[config.mk]
export PLATFORM = sky130hd
export DESIGN_NAME = uart_rx_fsm_flat
export DESIGN_NICKNAME = d
export VERILOG_FILES = /design/src/rtl/uart_rx_pkg.sv /design/src/rtl/uart_rx_fsm_if.sv /design/src/rtl/uart_rx_fsm.sv /design/src/flat_wrapper.sv
export SDC_FILE = /design/constraint.sdc
export NUM_CORES = 1
export LEC_CHECK = 0
export ABC_AREA = 1
export CAP_MARGIN = 0
export CORE_MARGIN = 1.5
export CORE_UTILIZATION = 40
export CTS_CLUSTER_DIAMETER = 60
export DETAILED_ROUTE_END_ITERATION = 6
export PLACE_DENSITY = 0.77
export SETUP_SLACK_MARGIN = 0.5
export SYNTH_ARGS = -nofsm -noshare
export SYNTH_HDL_FRONTEND = slang
export SYNTH_SLANG_ARGS = --single-unit
[constraint.sdc]
create_clock -name CLK -period 2.95 [get_ports CLK]
set_clock_uncertainty 0.15 [all_clocks]
set_input_delay 0.7375 -clock CLK [delete_from_list [all_inputs] [get_ports CLK]]
set_output_delay 0.7375 -clock CLK [all_outputs]
set_load 0.05 [all_outputs]
[src/rtl/uart_rx_pkg.sv]
// Shared definitions for the UART receive controller and its bench.
// State codes are plain 3-bit constants so checkers and benches can
// compare against them directly; state_t wraps the same codes as an enum.
package uart_rx_pkg;

    localparam logic [2:0] IDLE   = 3'd0;
    localparam logic [2:0] START  = 3'd1;
    localparam logic [2:0] DATA   = 3'd2;
    localparam logic [2:0] PARITY = 3'd3;
    localparam logic [2:0] STOP   = 3'd4;
    localparam logic [2:0] DONE   = 3'd5;

    typedef enum logic [2:0] {
        S_IDLE   = IDLE,
        S_START  = START,
        S_DATA   = DATA,
        S_PARITY = PARITY,
        S_STOP   = STOP,
        S_DONE   = DONE
    } state_t;

endpackage

[src/rtl/uart_rx_fsm_if.sv]
// Signal bundle between the UART receive controller and its datapath
// (edge/bit counters, sampler, deserializer, start/parity/stop checkers).
//   master : datapath side - drives line, config, counter values, checker results
//   slave  : controller side - drives counter/sampler/checker enables, status
// state mirrors the controller's current state for observation only.
// There is no valid/ready handshake here: checker results are qualified by
// the controller itself at bit end (edge_cnt == prescale), and data_valid is
// a one-cycle pulse with no back-pressure.
interface uart_rx_fsm_if
    import uart_rx_pkg::*;
#(
    parameter int PRESC_W = 5
);
    logic               RX_IN;
    logic               PAR_EN;
    logic [PRESC_W-1:0] prescale;
    logic [PRESC_W-1:0] edge_cnt;
    logic [3:0]         bit_cnt;
    logic               strt_glitch;
    logic               par_err;
    logic               stp_err;

    logic               counter_en;
    logic               new_start;
    logic               dat_samp_en;
    logic               deser_en;
    logic               strt_chk_en;
    logic               par_chk_en;
    logic               stp_chk_en;
    logic               data_valid;
    logic               busy;
    state_t             state;

    modport master (
        output RX_IN, PAR_EN, prescale, edge_cnt, bit_cnt,
               strt_glitch, par_err, stp_err,
        input  counter_en, new_start, dat_samp_en, deser_en,
               strt_chk_en, par_chk_en, stp_chk_en, data_valid, busy, state
    );

    modport slave (
        input  RX_IN, PAR_EN, prescale, edge_cnt, bit_cnt,
               strt_glitch, par_err, stp_err,
        output counter_en, new_start, dat_samp_en, deser_en,
               strt_chk_en, par_chk_en, stp_chk_en, data_valid, busy, state
    );

endinterface

[src/rtl/uart_rx_fsm.sv]
// UART receive controller. Sequences one serial frame
// (start, DATA_WIDTH data bits, optional parity, stop) by enabling the
// external counters, sampler, deserializer and checkers at the right time.
// Ports:
//   CLK  - system clock, rising edge
//   RST  - asynchronous active-high reset
//   bus  - uart_rx_fsm_if.slave: line/config/counter/checker inputs,
//          enable and status outputs (see the interface header)
// Flops: state register, sticky frame-error flag, data_valid register.
module uart_rx_fsm
    import uart_rx_pkg::*;
#(
    parameter int DATA_WIDTH = 8,
    parameter int PRESC_W    = 5
) (
    input  logic           CLK,
    input  logic           RST,
    uart_rx_fsm_if.slave   bus
);

    localparam logic [PRESC_W:0] ONE = (PRESC_W+1)'(1);

    state_t state_q, state_d;
    logic   err_q, err_d;
    logic   dv_q, dv_d;

    // Comparisons are done one bit wider so prescale/2+1 never wraps.
    logic [PRESC_W:0] edge_x, presc_x, half_x;
    logic             bit_end, samp_win, last_data, line_low;

    assign edge_x    = {1'b0, bus.edge_cnt};
    assign presc_x   = {1'b0, bus.prescale};
    assign half_x    = {2'b00, bus.prescale[PRESC_W-1:1]};
    assign bit_end   = (edge_x == presc_x);
    assign samp_win  = (edge_x + ONE == half_x) || (edge_x == half_x) ||
                       (edge_x == half_x + ONE);
    assign last_data = (bus.bit_cnt == 4'(DATA_WIDTH));
    // A falling line is ignored while reset is held so no output can
    // rise during reset.
    assign line_low  = !bus.RX_IN && !RST;

    always_ff @(posedge CLK or posedge RST) begin
        if (RST) begin
            state_q <= S_IDLE;
            err_q   <= 1'b0;
            dv_q    <= 1'b0;
        end else begin
            state_q <= state_d;
            err_q   <= err_d;
            dv_q    <= dv_d;
        end
    end

    always_comb begin
        state_d         = state_q;
        err_d           = err_q;
        dv_d            = 1'b0;
        bus.counter_en  = 1'b0;
        bus.new_start   = 1'b0;
        bus.dat_samp_en = 1'b0;
        bus.deser_en    = 1'b0;
        bus.strt_chk_en = 1'b0;
        bus.par_chk_en  = 1'b0;
        bus.stp_chk_en  = 1'b0;

        case (state_q)
            S_IDLE: begin
                if (line_low) begin
                    state_d        = S_START;
                    bus.new_start  = 1'b1;
                    bus.counter_en = 1'b1;
                end
            end
            S_START: begin
                bus.counter_en  = 1'b1;
                bus.dat_samp_en = samp_win;
                if (bit_end) begin
                    bus.strt_chk_en = 1'b1;
                    state_d = bus.strt_glitch ? S_IDLE : S_DATA;
                end
            end
            S_DATA: begin
                bus.counter_en  = 1'b1;
                bus.dat_samp_en = samp_win;
                if (bit_end) begin
                    bus.deser_en = 1'b1;
                    // PAR_EN only matters at this one decision point.
                    if (last_data) begin
                        state_d = bus.PAR_EN ? S_PARITY : S_STOP;
                    end
                end
            end
            S_PARITY: begin
                bus.counter_en  = 1'b1;
                bus.dat_samp_en = samp_win;
                if (bit_end) begin
                    bus.par_chk_en = 1'b1;
                    err_d   = err_q | bus.par_err;
                    state_d = S_STOP;
                end
            end
            S_STOP: begin
                bus.counter_en  = 1'b1;
                bus.dat_samp_en = samp_win;
                if (bit_end) begin
                    bus.stp_chk_en = 1'b1;
                    err_d   = err_q | bus.stp_err;
                    state_d = S_DONE;
                    // Registered here so the pulse coincides with DONE.
                    dv_d    = !(err_q | bus.stp_err);
                end
            end
            S_DONE: begin
                bus.counter_en = 1'b1;
                err_d          = 1'b0;
                if (line_low) begin
                    state_d       = S_START;
                    bus.new_start = 1'b1;
                end else begin
                    state_d = S_IDLE;
                end
            end
            default: begin
                state_d = S_IDLE;
            end
        endcase
    end

    assign bus.data_valid = dv_q;
    assign bus.busy       = (state_q != S_IDLE);
    assign bus.state      = state_q;

endmodule

[src/flat_wrapper.sv]
// flat-port wrapper written by rule: the top's interface ports become plain ports
module uart_rx_fsm_flat import uart_rx_pkg::*;
#(
    parameter int DATA_WIDTH = 8,
    parameter int PRESC_W    = 5
)
  (CLK, RST, bus_RX_IN, bus_PAR_EN, bus_prescale, bus_edge_cnt, bus_bit_cnt, bus_strt_glitch, bus_par_err, bus_stp_err, bus_counter_en, bus_new_start, bus_dat_samp_en, bus_deser_en, bus_strt_chk_en, bus_par_chk_en, bus_stp_chk_en, bus_data_valid, bus_busy, bus_state);
  uart_rx_fsm_if #(.PRESC_W(PRESC_W)) bus_i ();
  input  logic CLK;
  input  logic RST;
  input wire logic [$bits(bus_i.RX_IN)-1:0] bus_RX_IN;
  input wire logic [$bits(bus_i.PAR_EN)-1:0] bus_PAR_EN;
  input wire logic [$bits(bus_i.prescale)-1:0] bus_prescale;
  input wire logic [$bits(bus_i.edge_cnt)-1:0] bus_edge_cnt;
  input wire logic [$bits(bus_i.bit_cnt)-1:0] bus_bit_cnt;
  input wire logic [$bits(bus_i.strt_glitch)-1:0] bus_strt_glitch;
  input wire logic [$bits(bus_i.par_err)-1:0] bus_par_err;
  input wire logic [$bits(bus_i.stp_err)-1:0] bus_stp_err;
  output wire logic [$bits(bus_i.counter_en)-1:0] bus_counter_en;
  output wire logic [$bits(bus_i.new_start)-1:0] bus_new_start;
  output wire logic [$bits(bus_i.dat_samp_en)-1:0] bus_dat_samp_en;
  output wire logic [$bits(bus_i.deser_en)-1:0] bus_deser_en;
  output wire logic [$bits(bus_i.strt_chk_en)-1:0] bus_strt_chk_en;
  output wire logic [$bits(bus_i.par_chk_en)-1:0] bus_par_chk_en;
  output wire logic [$bits(bus_i.stp_chk_en)-1:0] bus_stp_chk_en;
  output wire logic [$bits(bus_i.data_valid)-1:0] bus_data_valid;
  output wire logic [$bits(bus_i.busy)-1:0] bus_busy;
  output wire logic [$bits(bus_i.state)-1:0] bus_state;
  assign bus_i.RX_IN = bus_RX_IN;
  assign bus_i.PAR_EN = bus_PAR_EN;
  assign bus_i.prescale = bus_prescale;
  assign bus_i.edge_cnt = bus_edge_cnt;
  assign bus_i.bit_cnt = bus_bit_cnt;
  assign bus_i.strt_glitch = bus_strt_glitch;
  assign bus_i.par_err = bus_par_err;
  assign bus_i.stp_err = bus_stp_err;
  assign bus_counter_en = bus_i.counter_en;
  assign bus_new_start = bus_i.new_start;
  assign bus_dat_samp_en = bus_i.dat_samp_en;
  assign bus_deser_en = bus_i.deser_en;
  assign bus_strt_chk_en = bus_i.strt_chk_en;
  assign bus_par_chk_en = bus_i.par_chk_en;
  assign bus_stp_chk_en = bus_i.stp_chk_en;
  assign bus_data_valid = bus_i.data_valid;
  assign bus_busy = bus_i.busy;
  assign bus_state = bus_i.state;
  uart_rx_fsm #(.DATA_WIDTH(DATA_WIDTH), .PRESC_W(PRESC_W)) u_core (.CLK(CLK), .RST(RST), .bus(bus_i));
endmodule
==> results of run 1 <==
## through the flow
step / setup WS, ns / utilization (%) / power [mW] / cell area [µm²] / hold slack, ns
2_1_floorplan: 0.373 / - / 0.611 / 895 / 0.294
3_3_place_gp: -0.245 / 77.6 / 0.827 / 1400 / 0.336
3_5_place_dp: -0.293 / 77.6 / 0.851 / 1400 / 0.339
4_1_cts: 0.206 / 82.7 / 0.946 / 1490 / 0.358
5_1_grt: 0.117 / 83.9 / 1.02 / 1510 / 0.376
6_report: 0.211 / 83.9 / 0.957 / 1510 / 0.367
## flip-flops by register name, summed over array words and instances (netlist names)
signal and flops:
u_core.bus.state 3, u_core.err_q 1, u_core.bus.data_valid 1
## report_power, final
group / switching, mW / internal [mW] / leakage [nW]
Combinational: 0.457 / 0.272 / 0.677
Clock: 0.0336 / 0.0515 / 0.0150
Sequential: 0.0473 / 0.0964 / 0.0639
## cell families (layout without fill, tap and decap cells)
logic type / after synthesis / in the layout / synth area share [%]
AND/OR/NAND/NOR: 87 / 87 / 50.6
adder cells (fa/ha/maj): 2 / 2 / 3.14
AO/OA/AOI/OAI: 13 / 13 / 10.1
flip-flops: 5 / 5 / 15.7
XOR/XNOR: 6 / 6 / 7.55
buffers and inverters: 26 / 78 / 12.9
## Yosys cell counts (all sizes together) (2+ instances only)
| library cell | instances | share of area [%] |
|---|---|---|
| o21ai | 8 | 5.0 |
| xor2 | 2 | 2.2 |
| buf | 2 | 1.6 |
| xnor2 | 4 | 5.3 |
| nor2 | 20 | 12 |
| nand4 | 2 | 1.6 |
| ha | 2 | 3.1 |
| nand2 | 47 | 24 |
| nand3 | 15 | 11 |
| a21oi | 3 | 3.3 |
| inv | 24 | 11 |
| nor3 | 2 | 1.3 |
| dfrtp | 5 | 16 |
## layout make-up
type	count	area, µm²
Inverter	24	93.8
Clock buffer	4	26.3
Multi-Input combinational cell	108	704
Fill cell	117	290
Sequential cell	5	126
Tap cell	25	31.3
Timing Repair Buffer	50	529
## cells in the final DEF, fill, tap and decap left out, types with 2 or more instances in the layout
master	n
nand2_1	40
buf_4	16
inv_1	14
nand3_1	12
nor2_1	10
clkdlybuf4s50_1	10
inv_2	9
buf_12	8
nor2_4	5
nand2_2	5
nor2_2	5
o21ai_0	5
clkbuf_4	4
buf_6	4
dfrtp_1	4
o21ai_1	3
buf_2	3
dlygate4sd2_1	3
nand2_4	2
nand4_1	2
xnor2_2	2
a21oi_1	2
nand3_2	2
ha_4	2
clkdlybuf4s15_2	2
## worst max-delay path by stage
stage                                from               to  slack, ns  cells after the start
final                     bus_prescale[1]  bus_dat_samp_en       0.21                     10
after global routing      bus_prescale[2]  bus_dat_samp_en       0.12                     10
after CTS                 bus_prescale[2]  bus_dat_samp_en       0.21                     10
after detailed placement  bus_prescale[1]  bus_dat_samp_en      -0.29                     10
after global placement    bus_edge_cnt[1]  bus_dat_samp_en      -0.24                     12
after floorplan           bus_prescale[4]     bus_deser_en       0.37                      4
## routing by layer
layer | GRT usage [%] | vias up | wire length, µm
met1 | 29.3 | 488 | 1060
met5 | 0 | - | 0
li1 | - | 536 | -
met3 | 1.51 | 9 | 108
met4 | 9.73 | 0 | 75
met2 | 51.4 | 39 | 1460
## what timing repair did
action                     CTS  global route
pin swaps                   18             6
hold buffers                 0             0
setup endpoints to repair   10             7
hold endpoints to repair     0             0
buffers inserted             4             2
gates resized for setup     65             6
gates cloned                 0             0
## worst max-delay path, stage by stage
cell	delay, ns
buf_8	0.10
ha_4	0.27
xnor2_2	0.11
nand3_1	0.11
nor2_2	0.11
nand2_1	0.08
nand3_2	0.07
nand2_2	0.06
clkinvlp_4	0.08
buf_12	0.13
==> impl_metrics.csv, run 1 <==
group,metric,value,unit
synth,ys_dominant_reg_cell,"dfrtp_1",
cts,cts_num_sinks,5,
die,row_count,15,
setup_path,worst_r2r_path_depth,9,
finish,antenna-diode-count,0,
cts,h-tree-depth,1,
timing,final.min_clock_period,2.74,ns
finish,finalNonFillerCells,216,
place,place_inst,206,
global_routing,grt_start_max_net_pins,10,
timing,rsz0062_at_grt,"yes",
synth,synth_async_sr_flop_share,100,%
timing,worst-slew-pin-transition,0.507,ns
synth,ys_seq_elements,5,
global_routing,vias_in_the_first_global_route,1027,
drt,detailedRoute.firstIterationViolations,35,
drt,vias_per_cell,4.96,
cts,clk-insertion-delay-late,0.26,ns
synth,syn_nets,162,
power_and_ir_drop,worst_ir_drop_on_vdd,0.649,mV
cts,tritoncts.num_buffers,3,
synth,yosys_warnings,0,
drt,drt_wl_total,2.71,mm
drt,dr_total_vias,1072,
timing,max_clock_freq,365,MHz
cts,cts.reportedPaths.clkPinSlew,0.05,ns
cts,tritoncts,"done",
place,last_weighted_congestion_value_of_the_routability_driven_placer,0.885,
place,detailedPlacementHpwl,2.12,mm
synth,avgSynthCellArea,5.72,µm²
job,cap_violations,0,
die,io_pins,33,
setup_path,critPathCaptureType,"output pin",
timing,final_min_period_over_clock_period,92.8,%
cts,cts.root.buffer_cell,"clkbuf_4",
drt,final_antenna_net_count,0,
setup_path,cp-start-kind,"primary input",
timing,setup_tns_after_final_layout,0,ns
drt,detail_route.first_pass.iterations,4,
finish,nNetsFinal,215,
die,die_area,2270,µm²
synth,synth_seq_area_share,15.7,%
die,fp.coreArea,1800,µm²
timing,slew_viol_final,0,
place,numPortBuffers,32,
run_status,outcome,"complete, no violations",
global_routing,antenna_violations_before_repair,0,
die,chipWidth,47.6,µm
global_routing,wire_length_of_the_first_global_routing_pass,4.21,mm
global_routing,grt_util_all_layers,26.2,%
global_routing,global_route.overflow_total,0,
setup_path,timing.critical_path.arrival,1.85,ns
synth,synth_cell_type_count,26,
synth,synthesis.area,796,µm²
finish,final_layout_size_suffix_gt1_share,41.4,%
setup_path,timing.setup.critical_path_class,"in2out",
timing,hold_viol_final,0,
drt,drc,0,
setup_path,critPathRequiredTime,2.06,ns
synth,number_of_instances_in_the_synthesized_netlist,139,
finish,area_growth,89.9,%
setup_path,r2r_slack,1.30,ns
cts,cts_buffer_depth,2,
setup_path,rr_startpoint,"u_core.bus.state[1]",
power_and_ir_drop,power.leakage,0.756,nW
min_path,hold_path.class,"in2async",
die,floorplan.die.height,47.6,µm
setup_path,reg2reg_to,"u_core.bus.state[1]",
drt,wl_cell,12.5,µm
timing,count_of_endpoints_failing_setup_in_the_final_report,0,
die,start_util,44.2,%
timing,slew_headroom,66.2,%
power_and_ir_drop,p_per_area,633,nW/µm²
setup_path,worstPathMaxFanout,4,
synth,number_of_enable_type_register_cells_in_the_synthesized_netlist,0,
Power figures use the tool's default switching activity.
==> run 2: changes to the inputs <==
--- a/config.mk
+++ b/config.mk
@@ -6,7 +6,6 @@
 export NUM_CORES = 1
 export LEC_CHECK = 0
 export ABC_AREA = 1
-export CAP_MARGIN = 0
 export CORE_MARGIN = 1.5
 export CORE_UTILIZATION = 40
 export CTS_CLUSTER_DIAMETER = 60
==> constraint.sdc (replaced) <==
create_clock -name CLK -period 3 [get_ports CLK]
set_clock_uncertainty 0.15 [all_clocks]
set_input_delay 0.75 -clock CLK [delete_from_list [all_inputs] [get_ports CLK]]
set_output_delay 0.75 -clock CLK [all_outputs]
set_load 0.05 [all_outputs]
==> run 2 against run 1 <==
Against the previous run:
- die area did not move
- non-clock buffer count fell by 1
- global-route usage rose by 3.2 points
- largest power group unchanged
==> impl_metrics.csv, run 2 (same netlist as run 1, synthesis figures left out) <==
group,metric,value,unit
setup_path,r2r_slack,1.25,ns
timing,hold_viol_final,0,
timing,slew_headroom,65.8,%
drt,wl_cell,14.8,µm
power_and_ir_drop,clkPwrFrac,8.8,%
finish,area_growth,91.2,%
global_routing,wire_length_of_the_first_global_routing_pass,4.56,mm
timing,rsz0062_at_grt,"yes",
drt,vias_per_cell,5.31,
finish,post-route-util,84.4,%
cts,cts.root.buffer_cell,"clkbuf_4",
drt,final_antenna_net_count,0,
die,chipWidth,47.6,µm
timing,final.hold.worst_slack,0.361,ns
cts,clk-insertion-delay-late,0.26,ns
cts,cts_num_sinks,5,
timing,final_min_period_over_clock_period,91.4,%
cts,tritoncts,"done",
timing,count_of_endpoints_failing_setup_in_the_final_report,0,
cts,h-tree-depth,1,
finish,top_library_cells_by_usage_in_the_layout_fill_and_taps_aside,"nand2_1, inv_1, nand3_1, buf_4, nor2_1",
place,place_inst,206,
timing,worst-slew-pin-transition,0.511,ns
setup_path,critPathCaptureType,"output pin",
cts,tritoncts.num_buffers,3,
drt,detail_route.first_pass.iterations,4,
cts,cts.reportedPaths.clkPinSlew,0.04,ns
power_and_ir_drop,swShare,57.4,%
timing,setup_tns_after_final_layout,0,ns
die,fp.coreArea,1800,µm²
die,start_util,44.2,%
power_and_ir_drop,intPower,0.413,mW
finish,finalNonFillerCells,215,
finish,nNetsFinal,214,
min_path,holdPathStages,1,
setup_path,timing.critical_path.arrival,1.84,ns
finish,layout.cells.most_common,"nand2_1",
finish,fillers,111,
power_and_ir_drop,power_frac_seq,14.8,%
setup_path,worst_r2r_path_depth,8,
place,last_weighted_congestion_value_of_the_routability_driven_placer,0.884,
setup_path,crit_path_cell_trace,"buf_2 -> inv_2 -> nand2_1 -> nand2_2 -> inv_1 -> nand2_1 -> o21ai_1 -> nor2_1 -> nand2_1 -> nand3_2 -> nand2_2 -> clkinvlp_4 -> buf_12",
cts,hold_buffer_count_at_cts,0,
die,floorplan.die.height,47.6,µm
run_status,outcome,"complete, no violations",
power_and_ir_drop,p_switching,0.556,mW
finish,max_ffs_per_register,3,
place,numPortBuffers,32,
setup_path,cp-start-kind,"primary input",
setup_path,worstPathMaxFanout,5,
timing,final.min_clock_period,2.74,ns
global_routing,antenna_violations_before_repair,0,
place,detailedPlacementHpwl,2.16,mm
drt,drt_wl_total,3.18,mm
drt,detailedRoute.firstIterationViolations,35,
power_and_ir_drop,p_per_area,637,nW/µm²
setup_path,path_common_cell,"nand2_1",
global_routing,global_route.overflow_total,0,
global_routing,grt_start_max_net_pins,10,
global_routing,vias_in_the_first_global_route,1055,
global_routing,grt_util_all_layers,29.4,%
finish,antenna-diode-count,0,
setup_path,cp_slowest_stage_delay,0.15,ns
timing,slew_viol_final,0,
die,die_area,2270,µm²
die,io_pins,33,
setup_path,critPathRequiredTime,2.10,ns
setup_path,slowest_stage,"buf_2",
min_path,hold_path.class,"reg2reg",
job,cap_violations,0,
drt,dr_total_vias,1142,
die,row_count,15,
drt,drc,0,
power_and_ir_drop,comb_power_share,76.3,%
power_and_ir_drop,total_power,0.969,mW
setup_path,timing.setup.critical_path_class,"in2out",
power_and_ir_drop,power.leakage,0.763,nW
power_and_ir_drop,worst_ir_drop_on_vdd,0.638,mV
timing,max_clock_freq,365,MHz
finish,final_layout_size_suffix_gt1_share,40.0,%
cts,cts_buffer_depth,2,
==> run 2: repair_timing <==
| item | 4_1_cts | 5_1_grt |
|---|---|---|
| setup endpoints to repair | 8 | 8 |
| gates resized for setup | 66 | 9 |
| setup buffers | 3 | 2 |
| pin swaps | 15 | 8 |
==> run 2: path summary, 6_finish.rpt <==
kind                                     startpoint                    end
worst max-delay path                bus_edge_cnt[2]        bus_dat_samp_en
worst min-delay path                   u_core.err_q  u_core.bus.data_valid
worst max register to register  u_core.bus.state[0]    u_core.bus.state[1]
worst min register to register         u_core.err_q  u_core.bus.data_valid
max in group asynchronous                       RST    u_core.bus.state[0]
min in group asynchronous                       RST    u_core.bus.state[1]
==> run 2: layer usage <==
layer  global-route usage (%)  vias to the layer above  wire (µm)
li1                         -                      538          -
met1                     31.2                      536       1120
met2                     55.1                       55       1730
met3                     5.28                       13        215
met4                     14.6                        0        117
met5                        0                        -          0
==> run 2: layout make-up <==
cell class                 instances  area (µm²)  area share [%]
sequential                         5         126            8.31
multi-input combinational        108         704            46.3
clock buffer                       4        26.3            1.73
tap                               25        31.3            2.06
inverter                          24        93.8            6.17
timing repair buffer              49         539            35.4
==> run 2: through the flow <==
stage	instance area, µm²	worst slack, ns
after global placement	1400	-0.220
after detailed placement	1400	-0.265
after global routing	1520	0.152
after floorplan	895	0.398
after CTS	1480	0.230
final	1520	0.257
==> run 2: power by group through the flow <==
stage                     Sequential (mW)  Combinational [mW]  Clock, mW
after floorplan                     0.175               0.426          0
after global placement              0.137               0.676          0
after detailed placement            0.139               0.695          0
after CTS                           0.139               0.706     0.0800
after global routing                0.147               0.790     0.0860
final                               0.144               0.740     0.0856
==> run 2: critical path: cells and delay by family <==
family,cells,cell delay (ns)
and+or+nand+nor,7,0.48
buffers and inverters,5,0.53
AOI/OAI and AO/OA,1,0.07
==> run 3: changes to the inputs <==
--- a/config.mk
+++ b/config.mk
@@ -11,6 +11,7 @@
 export CTS_CLUSTER_DIAMETER = 60
 export DETAILED_ROUTE_END_ITERATION = 6
 export PLACE_DENSITY = 0.77
+export REMOVE_ABC_BUFFERS = 1
 export SETUP_SLACK_MARGIN = 0.5
 export SYNTH_ARGS = -nofsm -noshare
 export SYNTH_HDL_FRONTEND = slang
==> run 3 against run 2 <==
Against the previous run:
- register-to-register slack better by 0.03 ns
- non-clock buffer count is 6 higher
- final cell count is 2.8% higher
- die area stayed put
- routed wire length is 19% higher
- combinational power is 2% higher
- critical path depth is 3 lower
- critical endpoint unchanged
==> impl_metrics.csv, run 3 (same netlist as run 1, synthesis figures left out) <==
group,metric,value,unit
finish,fillers,93,
cts,cts_buffer_depth,2,
finish,register_area,126,µm²
global_routing,grt_util_all_layers,35.3,%
global_routing,wire_length_of_the_first_global_routing_pass,5.55,mm
power_and_ir_drop,p_per_area,622,nW/µm²
power_and_ir_drop,worst_ir_drop_on_vdd,0.531,mV
drt,detailedRoute.firstIterationViolations,101,
cts,h-tree-depth,1,
min_path,hold_path.class,"in2async",
setup_path,timing.setup.critical_path_class,"in2out",
timing,final.min_clock_period,2.79,ns
finish,post-route-util,87.5,%
timing,slew_viol_final,0,
place,numPortBuffers,32,
global_routing,vias_in_the_first_global_route,1229,
cts,clk-insertion-delay-late,0.25,ns
setup_path,crit_path_cell_trace,"buf_8 -> ha_4 -> xnor2_2 -> nand3_1 -> nor2_1 -> nand2_1 -> nand3_1 -> nand2_1 -> inv_2 -> buf_12",
setup_path,cp_slowest_stage_delay,0.24,ns
die,chipWidth,47.6,µm
cts,cts.reportedPaths.clkPinSlew,0.05,ns
die,fp.coreArea,1800,µm²
timing,rsz0062_at_grt,"yes",
finish,max_ffs_per_register,3,
die,start_util,44.2,%
finish,final_layout_size_suffix_gt1_share,45.9,%
finish,antenna-diode-count,0,
finish,nNetsFinal,220,
setup_path,critPathRequiredTime,2.10,ns
drt,final_antenna_net_count,0,
timing,final_min_period_over_clock_period,92.9,%
place,last_weighted_congestion_value_of_the_routability_driven_placer,0.874,
die,die_area,2270,µm²
finish,fin_area,1580,µm²
drt,drt_wl_total,3.77,mm
die,floorplan.die.height,47.6,µm
setup_path,critPathCaptureType,"output pin",
setup_path,cp-start-kind,"primary input",
timing,worst-slew-pin-transition,0.506,ns
place,placed_cell_area,1320,µm²
place,detailedPlacementHpwl,2.05,mm
setup_path,worstPathMaxFanout,4,
timing,hold_viol_final,0,
finish,area_growth,98.1,%
run_status,outcome,"complete, no violations",
setup_path,timing.critical_path.arrival,1.89,ns
cts,tritoncts.num_buffers,3,
finish,layout.cells.most_common,"nand2_1",
finish,finalNonFillerCells,221,
die,io_pins,33,
die,row_count,15,
drt,detail_route.first_pass.iterations,5,
cts,tritoncts,"done",
timing,count_of_endpoints_failing_setup_in_the_final_report,0,
finish,top_library_cells_by_usage_in_the_layout_fill_and_taps_aside,"nand2_1, buf_4, inv_1, nand3_1",
cts,cts_num_sinks,5,
place,place_inst,209,
power_and_ir_drop,power.leakage,0.772,nW
drt,drc,0,
timing,max_clock_freq,359,MHz
timing,slew_headroom,66.2,%
cts,cts.root.buffer_cell,"clkbuf_4",
global_routing,grt_start_max_net_pins,10,
job,cap_violations,0,
drt,wl_cell,17.1,µm
setup_path,slowest_stage,"ha_4",
drt,vias_per_cell,5.88,
drt,dr_total_vias,1300,
global_routing,antenna_violations_before_repair,0,
finish,multi_input_comb_area,743,µm²
global_routing,global_route.overflow_total,0,
-- run 3: final cells by class --
| type | count | share of cell area, % |
|---|---|---|
| multi-input combinational | 108 | 47.1 |
| timing repair buffer | 55 | 35.5 |
| sequential | 5 | 8.02 |
| inverter | 24 | 5.71 |
| tap | 25 | 1.98 |
| clock buffer | 4 | 1.67 |
-- run 3: repair_timing --
item	in CTS	in global routing
setup buffers	7	1
endpoints found under the setup margin	9	8
pin swaps	26	14
resized for setup	88	19
hold buffers	0	0
-- run 3: report_power, final --
part           internal [mW]  switching [mW]  leakage [nW]  total (mW)
registers             0.0947          0.0446        0.0639       0.139
clock network         0.0507          0.0344        0.0150      0.0852
logic                  0.266           0.490         0.693       0.756
-- run 3: critical path, delay by kind of cell --
kind | cells | cell delay, ns
simple gates | 5 | 0.46
buf+inv | 3 | 0.31
fa+ha+maj | 1 | 0.24
xor+xnor | 1 | 0.13
-- run 3: path summary, 6_finish.rpt --
kind,cells after the start,end,slack (ns),from
max reg2reg,9,u_core.bus.state[1],1.28,u_core.bus.state[1]
max in group asynchronous,2,u_core.bus.state[0],2.17,RST
min,2,u_core.bus.state[2],0.32,RST
min in group CLK,1,u_core.bus.data_valid,0.34,u_core.err_q
min reg2reg,1,u_core.bus.data_valid,0.34,u_core.err_q
max,10,bus_dat_samp_en,0.21,bus_prescale[1]
-- run 3: through the flow --
stage	worst slack [ns]	hold slack (ns)	setup TNS [ns]	total power, mW
2_1_floorplan	-0.382	0.294	-0.490	0.551
3_3_place_gp	-0.182	0.309	-0.582	0.772
3_5_place_dp	-0.213	0.321	-0.792	0.787
4_1_cts	0.279	0.334	0	0.917
5_1_grt	0.166	0.343	0	1.02
6_report	0.213	0.324	0	0.980
-- run 3: metal layers --
| metal | part of all wire [%] | track usage [%] | vias up | wire length (µm) |
|---|---|---|---|---|
| li1 | - | - | 548 | - |
| met1 | 36 | 37.6 | 593 | 1360 |
| met2 | 49 | 62.2 | 135 | 1850 |
| met3 | 11 | 9.81 | 24 | 424 |
| met4 | 3.8 | 20.5 | 0 | 145 |
| met5 | 0 | 0 | - | 0 |
